File: src/rtl/video_mode_sequencer.sv
// Raster timing generator for the HDMI transmit path. Mode changes are taken over
// a valid/ready handshake, applied at the last pixel of a frame, then followed by one muted frame.
module video_mode_sequencer (
    input  logic        clock_25,
    input  logic        reset_n,
    input  logic [3:0]  mode_req,
    input  logic        mode_valid,
    output logic        mode_ready,
    output logic        mode_err,
    output logic [3:0]  active_mode,
    output logic [11:0] h_count,
    output logic [11:0] v_count,
    output logic        h_sync,
    output logic        v_sync,
    output logic        data_enable,
    output logic        frame_start,
    output logic        locked
);

    typedef enum logic [1:0] {
        ST_MUTE,
        ST_RUN,
        ST_PENDING
    } state_t;

    // Timing table indexed by mode bit 0: entry 0 is 640x480@60, entry 1 is the small simulation raster.
    localparam logic [11:0] H_ACTIVE [2] = '{12'd640, 12'd16};
    localparam logic [11:0] H_FP     [2] = '{12'd16,  12'd2};
    localparam logic [11:0] H_SYNC   [2] = '{12'd96,  12'd4};
    localparam logic [11:0] H_TOTAL  [2] = '{12'd800, 12'd24};
    localparam logic [11:0] V_ACTIVE [2] = '{12'd480, 12'd8};
    localparam logic [11:0] V_FP     [2] = '{12'd10,  12'd1};
    localparam logic [11:0] V_SYNC   [2] = '{12'd2,   12'd2};
    localparam logic [11:0] V_TOTAL  [2] = '{12'd525, 12'd12};

    state_t      r_state;
    state_t      w_state_next;
    logic [11:0] r_h_count;
    logic [11:0] r_v_count;
    logic        r_h_sync;
    logic        r_v_sync;
    logic        r_data_enable;
    logic        r_frame_start;
    logic        r_mode_err;
    logic [3:0]  r_active_mode;
    logic [3:0]  r_pend_mode;

    logic        w_cur_sel;
    logic        w_next_sel;
    logic        w_h_last;
    logic        w_v_last;
    logic        w_last_pixel;
    logic [11:0] w_h_next;
    logic [11:0] w_v_next;
    logic [11:0] w_hs_lo;
    logic [11:0] w_hs_hi;
    logic [11:0] w_vs_lo;
    logic [11:0] w_vs_hi;
    logic        w_h_sync_next;
    logic        w_v_sync_next;
    logic        w_de_next;
    logic        w_supported;
    logic        w_accept;
    logic        w_load;
    logic        w_latch;
    logic        w_err_next;

    // Only codes 0 and 1 can ever become active, so bit 0 selects the table entry.
    assign w_cur_sel    = r_active_mode[0];
    assign w_h_last     = (r_h_count == H_TOTAL[w_cur_sel] - 12'd1);
    assign w_v_last     = (r_v_count == V_TOTAL[w_cur_sel] - 12'd1);
    assign w_last_pixel = w_h_last && w_v_last;

    assign w_h_next = w_h_last ? 12'd0 : r_h_count + 12'd1;
    assign w_v_next = !w_h_last ? r_v_count :
                      (w_v_last ? 12'd0 : r_v_count + 12'd1);

    assign w_supported = (mode_req <= 4'd1);
    assign w_accept    = (r_state == ST_RUN) && mode_valid;
    assign w_load      = (r_state == ST_PENDING) && w_last_pixel;
    assign w_err_next  = w_accept && !w_supported;

    // Registered outputs describe the next count, so they must use the mode that count belongs to.
    assign w_next_sel = w_load ? r_pend_mode[0] : r_active_mode[0];
    assign w_hs_lo    = H_ACTIVE[w_next_sel] + H_FP[w_next_sel];
    assign w_hs_hi    = w_hs_lo + H_SYNC[w_next_sel];
    assign w_vs_lo    = V_ACTIVE[w_next_sel] + V_FP[w_next_sel];
    assign w_vs_hi    = w_vs_lo + V_SYNC[w_next_sel];

    assign w_h_sync_next = !((w_h_next >= w_hs_lo) && (w_h_next < w_hs_hi));
    assign w_v_sync_next = !((w_v_next >= w_vs_lo) && (w_v_next < w_vs_hi));
    assign w_de_next     = (w_h_next < H_ACTIVE[w_next_sel]) &&
                           (w_v_next < V_ACTIVE[w_next_sel]) &&
                           (w_state_next != ST_MUTE);

    always_ff @(posedge clock_25 or negedge reset_n) begin
        if (!reset_n) begin
            r_state <= ST_MUTE;
        end else begin
            r_state <= w_state_next;
        end
    end

    always_comb begin
        w_state_next = r_state;
        w_latch      = 1'b0;
        mode_ready   = 1'b0;
        locked       = 1'b0;
        case (r_state)
            ST_MUTE: begin
                if (w_last_pixel) begin
                    w_state_next = ST_RUN;
                end
            end
            ST_RUN: begin
                mode_ready = 1'b1;
                locked     = 1'b1;
                if (w_accept && w_supported && (mode_req != r_active_mode)) begin
                    w_state_next = ST_PENDING;
                    w_latch      = 1'b1;
                end
            end
            ST_PENDING: begin
                if (w_last_pixel) begin
                    w_state_next = ST_MUTE;
                end
            end
            default: begin
                w_state_next = ST_MUTE;
            end
        endcase
    end

    always_ff @(posedge clock_25 or negedge reset_n) begin
        if (!reset_n) begin
            r_h_count     <= 12'd0;
            r_v_count     <= 12'd0;
            r_h_sync      <= 1'b1;
            r_v_sync      <= 1'b1;
            r_data_enable <= 1'b0;
            r_frame_start <= 1'b0;
            r_mode_err    <= 1'b0;
            r_active_mode <= 4'd0;
            r_pend_mode   <= 4'd0;
        end else begin
            r_h_count     <= w_h_next;
            r_v_count     <= w_v_next;
            r_h_sync      <= w_h_sync_next;
            r_v_sync      <= w_v_sync_next;
            r_data_enable <= w_de_next;
            r_frame_start <= w_last_pixel;
            r_mode_err    <= w_err_next;
            if (w_latch) begin
                r_pend_mode <= mode_req;
            end
            if (w_load) begin
                r_active_mode <= r_pend_mode;
            end
        end
    end

    assign h_count     = r_h_count;
    assign v_count     = r_v_count;
    assign h_sync      = r_h_sync;
    assign v_sync      = r_v_sync;
    assign data_enable = r_data_enable;
    assign frame_start = r_frame_start;
    assign mode_err    = r_mode_err;
    assign active_mode = r_active_mode;

endmodule

File: config.mk
export PLATFORM = sky130hd
export DESIGN_NAME = video_mode_sequencer
export DESIGN_NICKNAME = d
export VERILOG_FILES = /design/src/rtl/video_mode_sequencer.sv
export SDC_FILE = /design/constraint.sdc
export NUM_CORES = 1
export LEC_CHECK = 0
export CAP_MARGIN = 25
export CORE_UTILIZATION = 57
export DETAILED_ROUTE_END_ITERATION = 8
export PLACE_DENSITY = 0.88
export SKIP_CTS_REPAIR_TIMING = 1
export SLEW_MARGIN = 20
export SYNTH_ARGS = -nofsm -noshare
export SYNTH_HDL_FRONTEND = slang
export SYNTH_SLANG_ARGS = --single-unit
File: constraint.sdc
create_clock -name clock_25 -period 7 [get_ports clock_25]
set_input_delay 1.75 -clock clock_25 [delete_from_list [all_inputs] [get_ports clock_25]]
set_output_delay 1.75 -clock clock_25 [all_outputs]
set_load 0.05 [all_outputs]
==> reports/qor.csv <==
stage,metric,value,unit
critical_path,arrival time worst endpoint,4310,ps
grt,gr usage total,28.7,%
timing,Period minus WS final,4100,ps
clocking,clk_lat worst skew,300,ps
timing,setup TNS,0,ps
timing,RSZ-0062 raised after global routing,no,
yosys,Avg Inst Size Synth,10.5,sq um
clocking,CTS tree,yes,
routing,Post-route DRC,0,
grt,vias in the first global route,1868,
power,power density over the cells,156,nW/um^2
placement,Area after DPL,2770,sq um
yosys,Synth Instances,223,
yosys,Mapped Nets,246,
placement,Port Buffer Count,41,
floorplanning,chip height,66.1,um
job,Max-cap violations,0,
layout,FILL cells,268,
critical_path,critical-path cell list,"ha_1, and4bb_2, o211ai_2, nor4_4, mux2_4, inv_1, ha_1, a21oi_1, o21ai_1, a31o_1, a211o_1, or4_1",
yosys,Netlist Area Pre-Place,2340,sq um
routing,Pre-antenna DRT Iters,4,
yosys,YS warnings,0,
timing,Max-slew headroom,44.0,%
placement,RePlAce Congestion,0.849,
layout,Layout Cells excl Fill,314,
yosys,flip-flop and latch count after synthesis,39,
floorplanning,chip width,66.1,um
layout,most frequent cells in the layout,"40 x clkdlybuf4s50_1, 37 x dfrtp_1, 16 x nor2_1, 16 x ha_1, 14 x nand2_1",
clocking,Clock Sinks,39,
critical_path,Setup CP Type,reg -> reg,
floorplanning,# IOs,42,
clocking,CTS buffer count,5,
routing,final WL,5490,um
clocking,clk buf depth,2,
yosys,register area share after synthesis,41.8,%
timing,worst slew pin tran,841,ps
power,LEAKAGE,0.00135,uW
timing,Final setup viols,0,
clocking,Clock Pin Slew Worst Setup and Hold Paths,70,ps
grt,total grt overflow,0,
yosys,Yosys cell types,59,
floorplanning,Core Area,3800,sq um
timing,FMAX,244,MHz
critical_path,Critical Path RT,7210,ps
timing,Layout Skew,3.83,ps
floorplanning,starting density of the core,61.7,%
timing,Fin. Hold Viols,0,
outcome,outcome,"complete, no violations",
grt,largest net degree at the start of global routing,40,
floorplanning,row cnt,22,
placement,DP Wirelength,3910,um
yosys,Post-synth ARST share,100,%
clocking,clk root buf,clkbuf_8,
power,Worst VDD drop,0.179,mV
timing,Pins Over Slew Limit,0,
yosys,Post-synth EDFFs,0,
layout,share of layout cells above drive strength 1,10.5,%
layout,Final Instance Area,2900,sq um
floorplanning,Die ar.,4370,sq um
placement,placed cell count,306,
layout,Nets,288,
clocking,H-tree Lvls,2,
grt,global-route wire length before repair,9180,um
critical_path,CP most frequent cell,ha_1,
routing,Vias,1908,
layout,Area Overhead vs Synth,23.8,%
layout,"leading cell type in the layout, fill and taps excluded",clkdlybuf4s50_1,
timing,final period utilization,58.6,%
routing,ANT nets after route,0,
routing,Via density,6.08,
grt,initial antenna violation count,0,
critical_path,Setup crit end kind,flop,
critical_path,crit-path leading delay family,simple AND/OR/NAND/NOR gates,
hold_path,HP Class,reg -> reg,
critical_path,"Buf+Inv Stages, Crit Path",1,
critical_path,"Max FO, Critical Path",15,
routing,DR iter-0 viols,94,
critical_path,Critical Path Max Stage Delay,530,ps
layout,ant diodes,0,
routing,wire per inst,17.5,um
power,Total Power,453,uW
critical_path,CP max stage cell,nor4_4,
critical_path,Setup crit start kind,flop,
yosys,Synth Flop Type,dfrtp_1,
## flip-flops by register name, indices dropped and copies added, names as in the netlist
signal       flops
r_state          2
mode_err         1
h_sync           1
h_count         12
data_enable      1
v_sync           1
r_pend_mode      4
v_count         12
frame_start      1
active_mode      4
## power by group
| part | internal, uW | total (uW) | switching, uW | leakage (uW) |
|---|---|---|---|---|
| Combinational | 3.56 | 9.17 | 5.61 | 0.000757 |
| Sequential | 225 | 225 | 0 | 0.000524 |
| Clock | 142 | 219 | 76.5 | 0.0000654 |
## layout make-up
| class | instances | area (sq um) | area share, % |
|---|---|---|---|
| Multi-Input combinational cell | 168 | 1290 | 44.4 |
| Sequential cell | 39 | 978 | 33.7 |
| Timing Repair Buffer | 41 | 405 | 14.0 |
| Clock buffer | 6 | 72.6 | 2.50 |
| Clock inverter | 2 | 60.1 | 2.07 |
| Tap cell | 48 | 60.1 | 2.07 |
| Inverter | 10 | 37.5 | 1.29 |
## synthesized netlist by cell type, types with 3 or more instances
cell | number | share of area, %
and2_1 | 4 | 1.1
mux2_2 | 5 | 2.4
dfrtp_1 | 37 | 40
nand3_1 | 12 | 2.6
nand4_1 | 8 | 2.1
xor2_1 | 8 | 3.0
o21ai_0 | 6 | 1.3
nand2_1 | 14 | 2.2
inv_1 | 10 | 1.6
nor2_1 | 16 | 2.6
buf_4 | 4 | 1.3
a21oi_1 | 5 | 1.1
xnor2_1 | 13 | 4.9
ha_1 | 16 | 8.5
a31oi_1 | 4 | 1.1
and3_1 | 3 | 0.80
nor3_1 | 5 | 1.1
## routing by layer
metal,GRT usage (%),vias to the layer above,share of wire (%)
li1,-,895,-
met1,37.7,923,45
met2,46.7,79,48
met3,5.00,11,5.6
met4,11.7,0,1.9
met5,0,-,0
## logic make-up after synthesis
group                    synth area share [%]
AND/OR/NAND/NOR                          22.6
AO/OA/AOI/OAI                            12.0
buffers and inverters                    3.31
multiplexers                             3.95
flip-flops                               41.8
adder cells (fa/ha/maj)                  8.54
XOR/XNOR                                 7.85
## stage by stage
stage	worst slack [ps]	utilization, %	hold slack (ps)
CTS	2980	76.4	504
finish	2900	76.4	499
floorplan	3240	-	447
detailed placement	3020	72.9	479
global placement	3240	72.9	476
global route	2750	76.4	519
## worst paths after layout
path                                startpoint             end  slack (ps)  cells past startpoint
worst max-delay path                h_count[0]          h_sync        2900                     12
worst min-delay path            r_pend_mode[3]  r_pend_mode[3]         500                      1
worst max register to register      h_count[0]          h_sync        2900                     12
worst min register to register  r_pend_mode[3]  r_pend_mode[3]         500                      1
max in group asynchronous              reset_n      v_count[0]        4920                      1
min in group asynchronous              reset_n  r_pend_mode[1]        1550                      1
No activity file was read; power rests on OpenSTA's default activity.
